### config.mk
export PLATFORM = sky130hd
export DESIGN_NAME = serial_word_receiver_flat
export DESIGN_NICKNAME = d
export VERILOG_FILES = /design/src/rtl/serial_word_receiver_pkg.sv /design/src/rtl/serial_word_receiver_if.sv /design/src/rtl/serial_word_receiver_bit_sync.sv /design/src/rtl/serial_word_receiver.sv /design/src/flat_wrapper.sv
export SDC_FILE = /design/constraint.sdc
export NUM_CORES = 1
export LEC_CHECK = 0
export CORE_MARGIN = 2
export CORE_UTILIZATION = 45
export CTS_BUF_LIST = sky130_fd_sc_hd__clkbuf_8 sky130_fd_sc_hd__clkbuf_16
export DETAILED_ROUTE_END_ITERATION = 10
export PLACE_DENSITY_LB_ADDON = 0.15
export SYNTH_ARGS = -nofsm -noshare
export SYNTH_HDL_FRONTEND = slang
export SYNTH_SLANG_ARGS = --single-unit
### constraint.sdc
create_clock -name clk -period 1.1 [get_ports clk]
set_input_delay 0.22 -clock clk [delete_from_list [all_inputs] [get_ports clk]]
set_output_delay 0.22 -clock clk [all_outputs]
set_load 0.05 [all_outputs]
### src/rtl/serial_word_receiver_pkg.sv
// -----------------------------------------------------------------------------
// serial_word_receiver_pkg
// Shared definitions for the serial word receiver slice:
//   - DEFAULT_WIDTH : default number of data bits per frame
//   - state_e       : receive FSM state encoding
//   - odd_ones()    : reduction-XOR helper used for even-parity checking
// Optional feature macro used by this slice: SERIAL_PARITY_EN
// -----------------------------------------------------------------------------
package serial_word_receiver_pkg;

  localparam int DEFAULT_WIDTH = 8;

  typedef enum logic [1:0] {
    ST_IDLE   = 2'd0,
    ST_DATA   = 2'd1,
    ST_PARITY = 2'd2,
    ST_STOP   = 2'd3
  } state_e;

  // Returns 1 when the vector holds an odd number of ones. Narrower words are
  // zero-extended by the caller, which does not change the result.
  function automatic logic odd_ones(input logic [15:0] v);
    return ^v;
  endfunction

endpackage

### src/rtl/serial_word_receiver_if.sv
// -----------------------------------------------------------------------------
// serial_word_receiver_if
// Groups the serial input, the bit strobe and the consumer handshake.
//   en         : bit strobe (one bit sampled per cycle with en=1)
//   din        : serial stream, idle level 1
//   ready      : consumer accepts the presented word this cycle
//   data       : received word (WIDTH bits, LSB received first)
//   valid      : data holds an unconsumed word
//   frame_err  : one-cycle pulse, stop bit sampled as 0
//   overrun    : sticky, a word was overwritten before acceptance
//   parity_err : one-cycle pulse, parity mismatch (only with SERIAL_PARITY_EN)
// Modports: master = stream source / consumer side, slave = receiver.
// -----------------------------------------------------------------------------
interface serial_word_receiver_if
  import serial_word_receiver_pkg::*;
#(
  parameter int WIDTH = DEFAULT_WIDTH
) ();

  logic             en;
  logic             din;
  logic             ready;
  logic [WIDTH-1:0] data;
  logic             valid;
  logic             frame_err;
  logic             overrun;
`ifdef SERIAL_PARITY_EN
  logic             parity_err;

  modport master (output en, din, ready,
                  input  data, valid, frame_err, overrun, parity_err);
  modport slave  (input  en, din, ready,
                  output data, valid, frame_err, overrun, parity_err);
`else
  modport master (output en, din, ready,
                  input  data, valid, frame_err, overrun);
  modport slave  (input  en, din, ready,
                  output data, valid, frame_err, overrun);
`endif

endinterface

### src/rtl/serial_word_receiver_bit_sync.sv
// -----------------------------------------------------------------------------
// bit_sync
// Two-flop synchronizer for a single bit. Both flops reset to 1 so an idle
// serial line (level 1) is reported immediately after reset.
//   clk : rising-edge clock
//   r   : asynchronous active-low reset
//   d   : asynchronous input bit
//   q   : synchronized bit, two clk cycles behind d
// -----------------------------------------------------------------------------
module bit_sync (
  input  logic clk,
  input  logic r,
  input  logic d,
  output logic q
);

  logic [1:0] sync_r;

  // Two-stage shift toward q; stage 0 may go metastable, stage 1 is used.
  always_ff @(posedge clk or negedge r) begin
    if (!r) begin
      sync_r <= 2'b11;
    end else begin
      sync_r <= {sync_r[0], d};
    end
  end

  assign q = sync_r[1];

endmodule

### src/rtl/serial_word_receiver.sv
// -----------------------------------------------------------------------------
// serial_word_receiver
// Frames a registered serial bit stream (start bit 0, WIDTH data bits LSB
// first, optional even-parity bit, stop bit 1), sampling one bit per cycle
// with en=1, and presents each word through a valid/ready handshake.
//   clk : rising-edge clock
//   r   : asynchronous active-low reset
//   bus : serial_word_receiver_if.slave (en, din, ready, data, valid,
//         frame_err, overrun, parity_err)
// Optional feature macro: SERIAL_PARITY_EN adds the parity bit, the PARITY
// state and the parity_err pulse.
// -----------------------------------------------------------------------------
module serial_word_receiver
  import serial_word_receiver_pkg::*;
#(
  parameter int WIDTH = DEFAULT_WIDTH
) (
  input  logic                  clk,
  input  logic                  r,
  serial_word_receiver_if.slave bus
);

  localparam int            CW   = (WIDTH > 2) ? $clog2(WIDTH) : 1;
  localparam logic [CW-1:0] LAST = CW'(WIDTH - 1);

  logic             din_s;
  state_e           state_r,     state_n;
  logic [CW-1:0]    cnt_r,       cnt_n;
  logic [WIDTH-1:0] shreg_r,     shreg_n;
  logic [WIDTH-1:0] data_r,      data_n;
  logic             valid_r,     valid_n;
  logic             frame_err_r, frame_err_n;
  logic             overrun_r,   overrun_n;
`ifdef SERIAL_PARITY_EN
  logic             par_bad_r,    par_bad_n;
  logic             parity_err_r, parity_err_n;
`endif

  bit_sync u_din_sync (
    .clk (clk),
    .r   (r),
    .d   (bus.din),
    .q   (din_s)
  );

  // State, datapath and output registers; all outputs come straight from flops.
  always_ff @(posedge clk or negedge r) begin
    if (!r) begin
      state_r      <= ST_IDLE;
      cnt_r        <= {CW{1'b0}};
      shreg_r      <= {WIDTH{1'b0}};
      data_r       <= {WIDTH{1'b0}};
      valid_r      <= 1'b0;
      frame_err_r  <= 1'b0;
      overrun_r    <= 1'b0;
`ifdef SERIAL_PARITY_EN
      par_bad_r    <= 1'b0;
      parity_err_r <= 1'b0;
`endif
    end else begin
      state_r      <= state_n;
      cnt_r        <= cnt_n;
      shreg_r      <= shreg_n;
      data_r       <= data_n;
      valid_r      <= valid_n;
      frame_err_r  <= frame_err_n;
      overrun_r    <= overrun_n;
`ifdef SERIAL_PARITY_EN
      par_bad_r    <= par_bad_n;
      parity_err_r <= parity_err_n;
`endif
    end
  end

  // Next-state and next-output logic; everything holds unless en=1, except
  // the handshake, which the consumer may complete in any cycle.
  always_comb begin
    state_n     = state_r;
    cnt_n       = cnt_r;
    shreg_n     = shreg_r;
    data_n      = data_r;
    valid_n     = valid_r;
    frame_err_n = 1'b0;
    overrun_n   = overrun_r;
`ifdef SERIAL_PARITY_EN
    par_bad_n    = par_bad_r;
    parity_err_n = 1'b0;
`endif

    if (valid_r && bus.ready) begin
      valid_n = 1'b0;
    end else begin
      valid_n = valid_r;
    end

    if (bus.en) begin
      case (state_r)
        ST_IDLE: begin
          // Any 0 in idle is a start bit.
          if (!din_s) begin
            state_n = ST_DATA;
            cnt_n   = {CW{1'b0}};
`ifdef SERIAL_PARITY_EN
            par_bad_n = 1'b0;
`endif
          end else begin
            state_n = ST_IDLE;
          end
        end

        ST_DATA: begin
          // LSB arrives first, so shift in from the top.
          shreg_n = {din_s, shreg_r[WIDTH-1:1]};
          cnt_n   = cnt_r + {{(CW-1){1'b0}}, 1'b1};
          if (cnt_r == LAST) begin
`ifdef SERIAL_PARITY_EN
            state_n = ST_PARITY;
`else
            state_n = ST_STOP;
`endif
          end else begin
            state_n = ST_DATA;
          end
        end

`ifdef SERIAL_PARITY_EN
        ST_PARITY: begin
          // Even parity: data ones plus the parity bit must be even.
          par_bad_n = odd_ones(16'(shreg_r)) ^ din_s;
          state_n   = ST_STOP;
        end
`endif

        ST_STOP: begin
          state_n = ST_IDLE;
          // A bad stop bit is reported in preference to a parity error.
          if (!din_s) begin
            frame_err_n = 1'b1;
          end
`ifdef SERIAL_PARITY_EN
          else if (par_bad_r) begin
            parity_err_n = 1'b1;
          end
`endif
          else begin
            // Loading while the consumer accepts the old word is not an
            // overrun; loading over an unaccepted word is.
            data_n  = shreg_r;
            valid_n = 1'b1;
            if (valid_r && !bus.ready) begin
              overrun_n = 1'b1;
            end else begin
              overrun_n = overrun_r;
            end
          end
        end

        default: begin
          state_n = ST_IDLE;
        end
      endcase
    end else begin
      state_n = state_r;
    end
  end

  assign bus.data      = data_r;
  assign bus.valid     = valid_r;
  assign bus.frame_err = frame_err_r;
  assign bus.overrun   = overrun_r;
`ifdef SERIAL_PARITY_EN
  assign bus.parity_err = parity_err_r;
`endif

endmodule
### src/flat_wrapper.sv
// flat-port wrapper written by rule: the top's interface ports become plain ports
module serial_word_receiver_flat import serial_word_receiver_pkg::*;
#(
  parameter int WIDTH = DEFAULT_WIDTH
)
  (clk, r, bus_en, bus_din, bus_ready, bus_data, bus_valid, bus_frame_err, bus_overrun);
  serial_word_receiver_if #(.WIDTH(WIDTH)) bus_i ();
  input  logic clk;
  input  logic r;
  input wire logic [$bits(bus_i.en)-1:0] bus_en;
  input wire logic [$bits(bus_i.din)-1:0] bus_din;
  input wire logic [$bits(bus_i.ready)-1:0] bus_ready;
  output wire logic [$bits(bus_i.data)-1:0] bus_data;
  output wire logic [$bits(bus_i.valid)-1:0] bus_valid;
  output wire logic [$bits(bus_i.frame_err)-1:0] bus_frame_err;
  output wire logic [$bits(bus_i.overrun)-1:0] bus_overrun;
  assign bus_i.en = bus_en;
  assign bus_i.din = bus_din;
  assign bus_i.ready = bus_ready;
  assign bus_data = bus_i.data;
  assign bus_valid = bus_i.valid;
  assign bus_frame_err = bus_i.frame_err;
  assign bus_overrun = bus_i.overrun;
  serial_word_receiver #(.WIDTH(WIDTH)) u_core (.clk(clk), .r(r), .bus(bus_i));
endmodule
Word-level counts from Yosys, hierarchy flattened --
Index checks and enable logic that the tools add are counted.
Storage, ports and cells: register bits after elaboration 26
Cells by class: add/subtract/negate cells 1, eq/ne operators 4, muxes and demuxes 12, reductions and logical operators 9
Operators by type and width (number):
- $mux 1 | 8
- $pmux 3 s2 | 1
- $reduce_and 3->1 | 2
- $pmux 2 s2 | 1
- $reduce_and 4->1 | 1
- $add 3x1->3 const B | 1
- $eq 3x3->1 const B | 1
- $mux 3 | 1
- $eq 2x1->1 const B | 1
- $eq 2x2->1 const B | 1
- $logic_and 1x1->1 | 2
- $logic_not 2->1 | 1
- $mux 2 | 1
- $ne 2x2->1 const B | 1
- $reduce_and 2->1 | 1
- $reduce_bool 2->1 | 1
- $logic_not 1->1 | 1

Longest topological paths before layout --
Gate-level depths: netlist (run 1).
depth after elaboration 5, depth in mapped cells 4

Hierarchy --
A second synthesis (run 1) with hierarchy kept.
Second synthesis, totals: cell total of the unflattened synthesis 62, area, all modules 1018.5 µm²
By module, submodules not included:
- serial_word_receiver | instances 1, cells an instance 60, area each 965.9 µm²
- bit_sync | instances 1, cells an instance 2, area each 52.6 µm²

Worst setup path after synthesis (run 1) --
No wires, ideal clock.
path type register to register, from register u_core.state_r[1], to register u_core.shreg_r[0], setup time 125 ps, arrival 1117 ps, data required time 975 ps, slack -142 ps, cell stages (with the launch flop) 5, path buffers 1, clock period less this slack 1242 ps, path through dfrtp_1 -> nor2b_1 -> and2_4 -> buf_12 -> mux2_4
Between the ends: longest elaborated chain between the ends 2
RTL lines:
- start, declared | RTL line serial_word_receiver.sv:27 | state_e state_r, state_n;
- start signal, assigned | RTL line serial_word_receiver.sv:61 | state_r <= state_n;
- $eq 2x1->1 | RTL line serial_word_receiver.sv:97 | case (state_r)
- $reduce_and 2->1 (no source line)
- end signal, assigned | RTL line serial_word_receiver.sv:51 | shreg_r <= {WIDTH{1'b0}};
- end signal, assigned | RTL line serial_word_receiver.sv:63 | shreg_r <= shreg_n;
- end, declared | RTL line serial_word_receiver.sv:29 | logic [WIDTH-1:0] shreg_r, shreg_n;
No other way between the ends. A chain may end at the register's enable or synchronous reset.

Worst setup path after layout (run 1) --
Same ends and word-level chain as after synthesis.

==> flow_metrics.py, run 1 <==
metrics = {
    "final_layout": {
        "drive_gt1_frac": 0.628,
        "fin_util": 0.720,
        "area.growth.synth_to_final_pct": 53.3,
        "n_fill_cell": 141,
        "final_cells": 122,
        "num_antenna_cells": 0,
        "fin_nets": 102,
    },
    "min_path": {
        "hold_path.class": "primary input to async pin",
    },
    "timing": {
        "maxSlewViolCount": 0,
        "timing.final.crit_share": 1.13,
        "hold_violations": 0,
        "tightest_slew_ns": 0.165,
        "grt_setup_unrepaired": "true",
        "clock_skew_ns": 0.00644,
        "relSlewSlack": 0.890,
        "tns_ns": -2.36,
        "setup_viol": 21,
        "fin_hold_ws_ns": 0.296,
        "period_minus_slack_ns": 1.25,
        "final.setup.worst_slack_ns": -0.148,
        "max_freq_mhz": 801,
    },
    "floorplanning": {
        "initial_utilization": 0.469,
        "rows": 17,
        "dieWidth_um": 51.6,
        "core_area_um2": 2170,
        "die_y_um": 51.6,
        "io_pins": 16,
        "die-area_um2": 2660,
    },
    "detailed_routing": {
        "wl_per_cell_um": 15.2,
        "drt-vias-per-instance": 4.98,
        "drc": 0,
        "vias": 607,
        "antenna_left": 0,
        "wl_um": 1860,
        "top_layer_used": "met4",
        "firstDrtPassIters": 4,
        "wl_met3_um": 67,
        "dr_wl_met2_um": 930,
        "met1Wirelength_um": 817,
        "drtIter0Drc": 10,
    },
    "synth": {
        "ys_warn_count": 0,
        "synth_edf_count": 0,
        "synth.area.top_cells": "dfrtp_1 (59%), mux2_2 (12%), mux2_4 (8.8%)",
        "netlist.area_leader.share": 0.590,
        "async_flop_share": 1.00,
        "netlist_area_um2": 1020,
        "synth_most_common_cell": "dfrtp_1",
        "synth-main-ff-cell": "dfrtp_1",
        "synth_largest_area_cell": "dfrtp_1",
        "syn_avg_cell_area_um2": 16.4,
        "syn_inst": 62,
        "ys_types": 18,
        "ys_top_cells_by_count": "dfrtp_1 (24), mux2_2 (11), mux2_4 (6)",
        "synth_nets": 69,
        "synth-seq-cells": 26,
        "yosysSeqAreaShare": 0.641,
    },
    "placed_design": {
        "dp_cells": 113,
        "hpwlAfterDp_um": 1120,
        "port_buffers": 15,
        "place.gp.congestion": 0.639,
    },
    "power": {
        "peakVddDrop_uv": 1680,
        "p_leak_uw": 0.000744,
        "p_per_area_nw_per_um2": 2880,
    },
    "grt": {
        "overflow": 0,
        "grt_pass1_vias": 652,
        "antenna_found_initial": 0,
        "grt_max_degree": 27,
        "grt_usage": 0.168,
        "grt_pass1_wl_um": 3120,
    },
    "clocking": {
        "clockBufferDepth": 2,
        "cts_made_buffers": 3,
        "cts_tree": "built",
        "cts_root_buf": "clkbuf_8",
        "ctsHtreeMaxLevel": 1,
        "cts_sinks": 26,
        "clk_latency_ns": 0.28,
        "cts_hold_buf": 0,
        "cts.reportedPaths.clkPinSlew_ns": 0.09,
    },
    "critical_path": {
        "cp_slowest_cell": "dfrtp_1",
        "critPathLaunchType": "flop",
        "path_cells": "nor2b_2 > and2_4 > mux2_4",
        "ff2ff_setup_slack_ns": -0.15,
        "critical_path.max_stage_delay_ns": 0.43,
        "required_ns": 1.26,
        "critPathMaxFanout": 5,
        "cp.arrival_ns": 1.41,
        "path_class": "flop to flop",
        "endpoint_kind": "flop",
    },
    "run": {
        "drv_cap": 0,
    },
    "run_status": {
        "violations": "negative setup slack",
        "status": "finished, violations left",
    },
}
power breakdown:
part	switching (uW)	internal [uW]	total, uW
clock network	304	487	792
registers	329	1320	1650
logic	855	1210	2060
stage by stage:
step / setup slack (ns) / total power [uW] / instance area (um^2)
3_5_place_dp: -0.575 / 3530 / 1400
3_3_place_gp: -0.504 / 3460 / 1400
5_1_grt: -0.185 / 4720 / 1560
2_1_floorplan: -0.142 / 2670 / 1030
4_1_cts: -0.123 / 4380 / 1500
6_report: -0.148 / 4500 / 1560
worst max-delay path, delay by kind of cell, from the launching register on:
family | cells | cell delay [ns]
flops | 1 | 0.43
mux | 1 | 0.31
simple gates | 2 | 0.40
kinds of logic (layout without fill, tap and decap cells):
group / count (synthesis) / in the layout / share of synthesized area
AO/OA/AOI/OAI: 7 / 7 / 0.0516
multiplexers: 17 / 17 / 0.210
adder cells (fa/ha/maj): 2 / 2 / 0.0246
AND/OR/NAND/NOR: 7 / 8 / 0.0455
buffers and inverters: 3 / 34 / 0.0270
flip-flops: 26 / 26 / 0.641
state kept, by name (all words and copies together), names as in the netlist:
name	flops
u_core.u_din_sync.sync_r	2
u_core.bus.valid	1
u_core.bus.frame_err	1
u_core.cnt_r	3
u_core.bus.overrun	1
u_core.state_r	2
u_core.shreg_r	8
u_core.bus.data	8
path summary, 6_finish.rpt:
kind	end	startpoint	cells past startpoint
worst max register to register	u_core.shreg_r[0]	u_core.state_r[1]	3
worst min-delay path	u_core.shreg_r[1]	r	2
worst max-delay path	u_core.shreg_r[0]	u_core.state_r[1]	3
worst min register to register	u_core.u_din_sync.sync_r[1]	u_core.u_din_sync.sync_r[0]	0
min in group clk	u_core.u_din_sync.sync_r[0]	bus_din	1
max in group asynchronous	u_core.u_din_sync.sync_r[1]	r	2
area by class of cell:
cell class / instances / area, um^2 / share of cell area
Tap cell: 28 / 35.0 / 0.0224
Multi-Input combinational cell: 34 / 405 / 0.260
Clock inverter: 1 / 30.0 / 0.0192
Sequential cell: 26 / 653 / 0.418
Clock buffer: 3 / 41.3 / 0.0264
Inverter: 2 / 7.51 / 0.00481
Timing Repair Buffer: 28 / 389 / 0.249
per-layer routing:
layer,track usage,vias up
li1,-,280
met1,0.224,307
met2,0.263,15
met3,0.0259,5
met4,0.0921,0
met5,0,-
placed cells by master, fill, tap and decap left out, drive strengths merged:
master	instances
a21oi	2
a22o	3
and2	2
buf	24
bufinv	1
clkbuf	3
clkdlybuf4s50	3
dfrtp	24
dfstp	2
dlygate4sd2	1
ha	2
inv	2
mux2	17
nand2	1
nand2b	1
nand3	1
nand4	1
nor2	1
nor2b	1
o21ai	1
o21bai	1
what timing repair did:
| action | CTS | global route |
|---|---|---|
| hold endpoints to repair | 0 | 0 |
| cloned | 1 | 0 |
| setup buffers | 2 | 2 |
| gates resized for setup | 5 | 10 |
| setup endpoints to repair | 20 | 26 |
| pin swaps | 1 | 4 |
No activity file was read; power rests on OpenSTA's default activity.
==> run 2: changes to the inputs <==
- CELL_PAD_IN_SITES_DETAIL_PLACEMENT: not set -> 0
- CELL_PAD_IN_SITES_GLOBAL_PLACEMENT: not set -> 1
- CORE_UTILIZATION: 45 -> 38
==> flow_metrics.py, run 2 (synthesis gave the netlist of run 1 again) <==
metrics = {
    "run_status": {
        "status": "finished, violations left",
        "violations": "negative setup slack",
    },
    "grt": {
        "grt_usage": 0.132,
        "grt_max_degree": 16,
        "grt_pass1_wl_um": 3090,
        "grt_pass1_vias": 658,
        "overflow": 0,
        "antenna_found_initial": 0,
    },
    "power": {
        "p_leak_uw": 0.000733,
        "p_per_area_nw_per_um2": 2890,
        "peakVddDrop_uv": 2020,
    },
    "detailed_routing": {
        "antenna_left": 0,
        "drc": 0,
        "drt-vias-per-instance": 4.92,
        "drtIter0Drc": 6,
        "wl_per_cell_um": 14.1,
        "wl_um": 1740,
        "firstDrtPassIters": 4,
        "vias": 605,
    },
    "min_path": {
        "hold_path.class": "primary input to async pin",
    },
    "placed_design": {
        "hpwlAfterDp_um": 1130,
        "placed_cell_area_um2": 1400,
        "dp_slack_ns": -0.563,
        "place.gp.congestion": 0.671,
        "port_buffers": 15,
    },
    "floorplanning": {
        "rows": 18,
        "dieWidth_um": 55.8,
        "die-area_um2": 3110,
        "initial_utilization": 0.407,
        "core_area_um2": 2500,
        "io_pins": 16,
        "die_y_um": 55.8,
    },
    "clocking": {
        "clockBufferDepth": 2,
        "cts.reportedPaths.clkPinSlew_ns": 0.09,
        "cts_tree": "built",
        "cts_root_buf": "clkbuf_8",
        "clk_latency_ns": 0.28,
        "ctsHtreeMaxLevel": 1,
        "cts_sinks": 26,
        "cts_made_buffers": 3,
    },
    "timing": {
        "grt_setup_unrepaired": "true",
        "hold_violations": 0,
        "max_freq_mhz": 793,
        "relSlewSlack": 0.825,
        "timing.final.crit_share": 1.15,
        "tightest_slew_ns": 0.261,
        "setup_viol": 21,
        "fin_hold_ws_ns": 0.258,
        "clock_skew_ns": 0.0117,
        "final.setup.worst_slack_ns": -0.161,
        "maxSlewViolCount": 0,
        "period_minus_slack_ns": 1.26,
    },
    "final_layout": {
        "area.growth.synth_to_final_pct": 50.0,
        "num_antenna_cells": 0,
        "fin_nets": 101,
        "layout_common_cells": "dfrtp_1 (23), buf_12 (12), buf_4 (10), mux2_2 (9), mux2_4 (8)",
        "final_area_um2": 1530,
        "multiInputGateArea_um2": 392,
        "final_common_cell": "dfrtp_1",
        "n_fill_cell": 190,
        "seqCellArea_um2": 654,
        "fin_util": 0.611,
        "drive_gt1_frac": 0.602,
    },
    "run": {
        "drv_cap": 0,
    },
    "critical_path": {
        "critPathLaunchType": "flop",
        "required_ns": 1.26,
        "cp.arrival_ns": 1.42,
        "endpoint_kind": "flop",
        "path_class": "flop to flop",
        "critPathMaxFanout": 5,
    },
}
## run 2: cell types whose count changed in the layout (fill, tap and decap cells not counted), sizes merged
cell,delta
buf,-1
## run 2: power by group
group | switching (uW) | internal [uW] | total [uW] | leakage (uW)
logic | 799 | 1160 | 1960 | 0.000375
clock network | 299 | 487 | 786 | 0.0000357
registers | 343 | 1320 | 1660 | 0.000322
## run 2: timing repair
item | CTS | global route
pin swaps | 1 | 0
setup buffers | 2 | 0
cloned | 1 | 0
endpoints found under the hold margin | 0 | 0
resized for setup | 10 | 1
endpoints found under the setup margin | 20 | 29
hold buffers | 0 | 0
## run 2: per-stage QoR
stage / power, uW / cells / setup TNS [ns]
detailed placement: 3510 / 116 / -9.02
floorplan: 2670 / 62 / -1.87
finish: 4410 / 123 / -2.25
global route: 4640 / 123 / -3.32
CTS: 4450 / 123 / -2.15
global placement: 3460 / 116 / -8.81
## run 2: layout make-up
class	count	share of cell area
Clock buffer	3	0.0270
Clock inverter	1	0.0197
Inverter	2	0.00491
Multi-Input combinational cell	34	0.256
Sequential cell	26	0.428
Tap cell	30	0.0246
Timing Repair Buffer	27	0.239
## run 2: worst max-delay path, stage by stage (launching register included)
cell     delay [ns]
dfrtp_2        0.46
nor2b_4        0.15
and2_4         0.22
mux2_4         0.31
## run 2: layer usage
layer,GRT usage,routed length (um),share of wire,vias up
met1,0.166,794,0.46,303
met5,0,0,0,-
li1,-,-,-,281
met4,0.0627,25,0.014,0
met3,0.0558,107,0.062,4
met2,0.196,810,0.47,17
## run 2: worst paths after layout
kind	depth (start not counted)	end	slack (ns)	from
max	3	u_core.shreg_r[6]	-0.16	u_core.state_r[1]
min	2	u_core.cnt_r[2]	0.26	r
max reg2reg	3	u_core.shreg_r[6]	-0.16	u_core.state_r[1]
min reg2reg	0	u_core.u_din_sync.sync_r[1]	0.37	u_core.u_din_sync.sync_r[0]
max in group asynchronous	2	u_core.u_din_sync.sync_r[1]	0.61	r
min in group clk	1	u_core.u_din_sync.sync_r[0]	0.35	bus_din
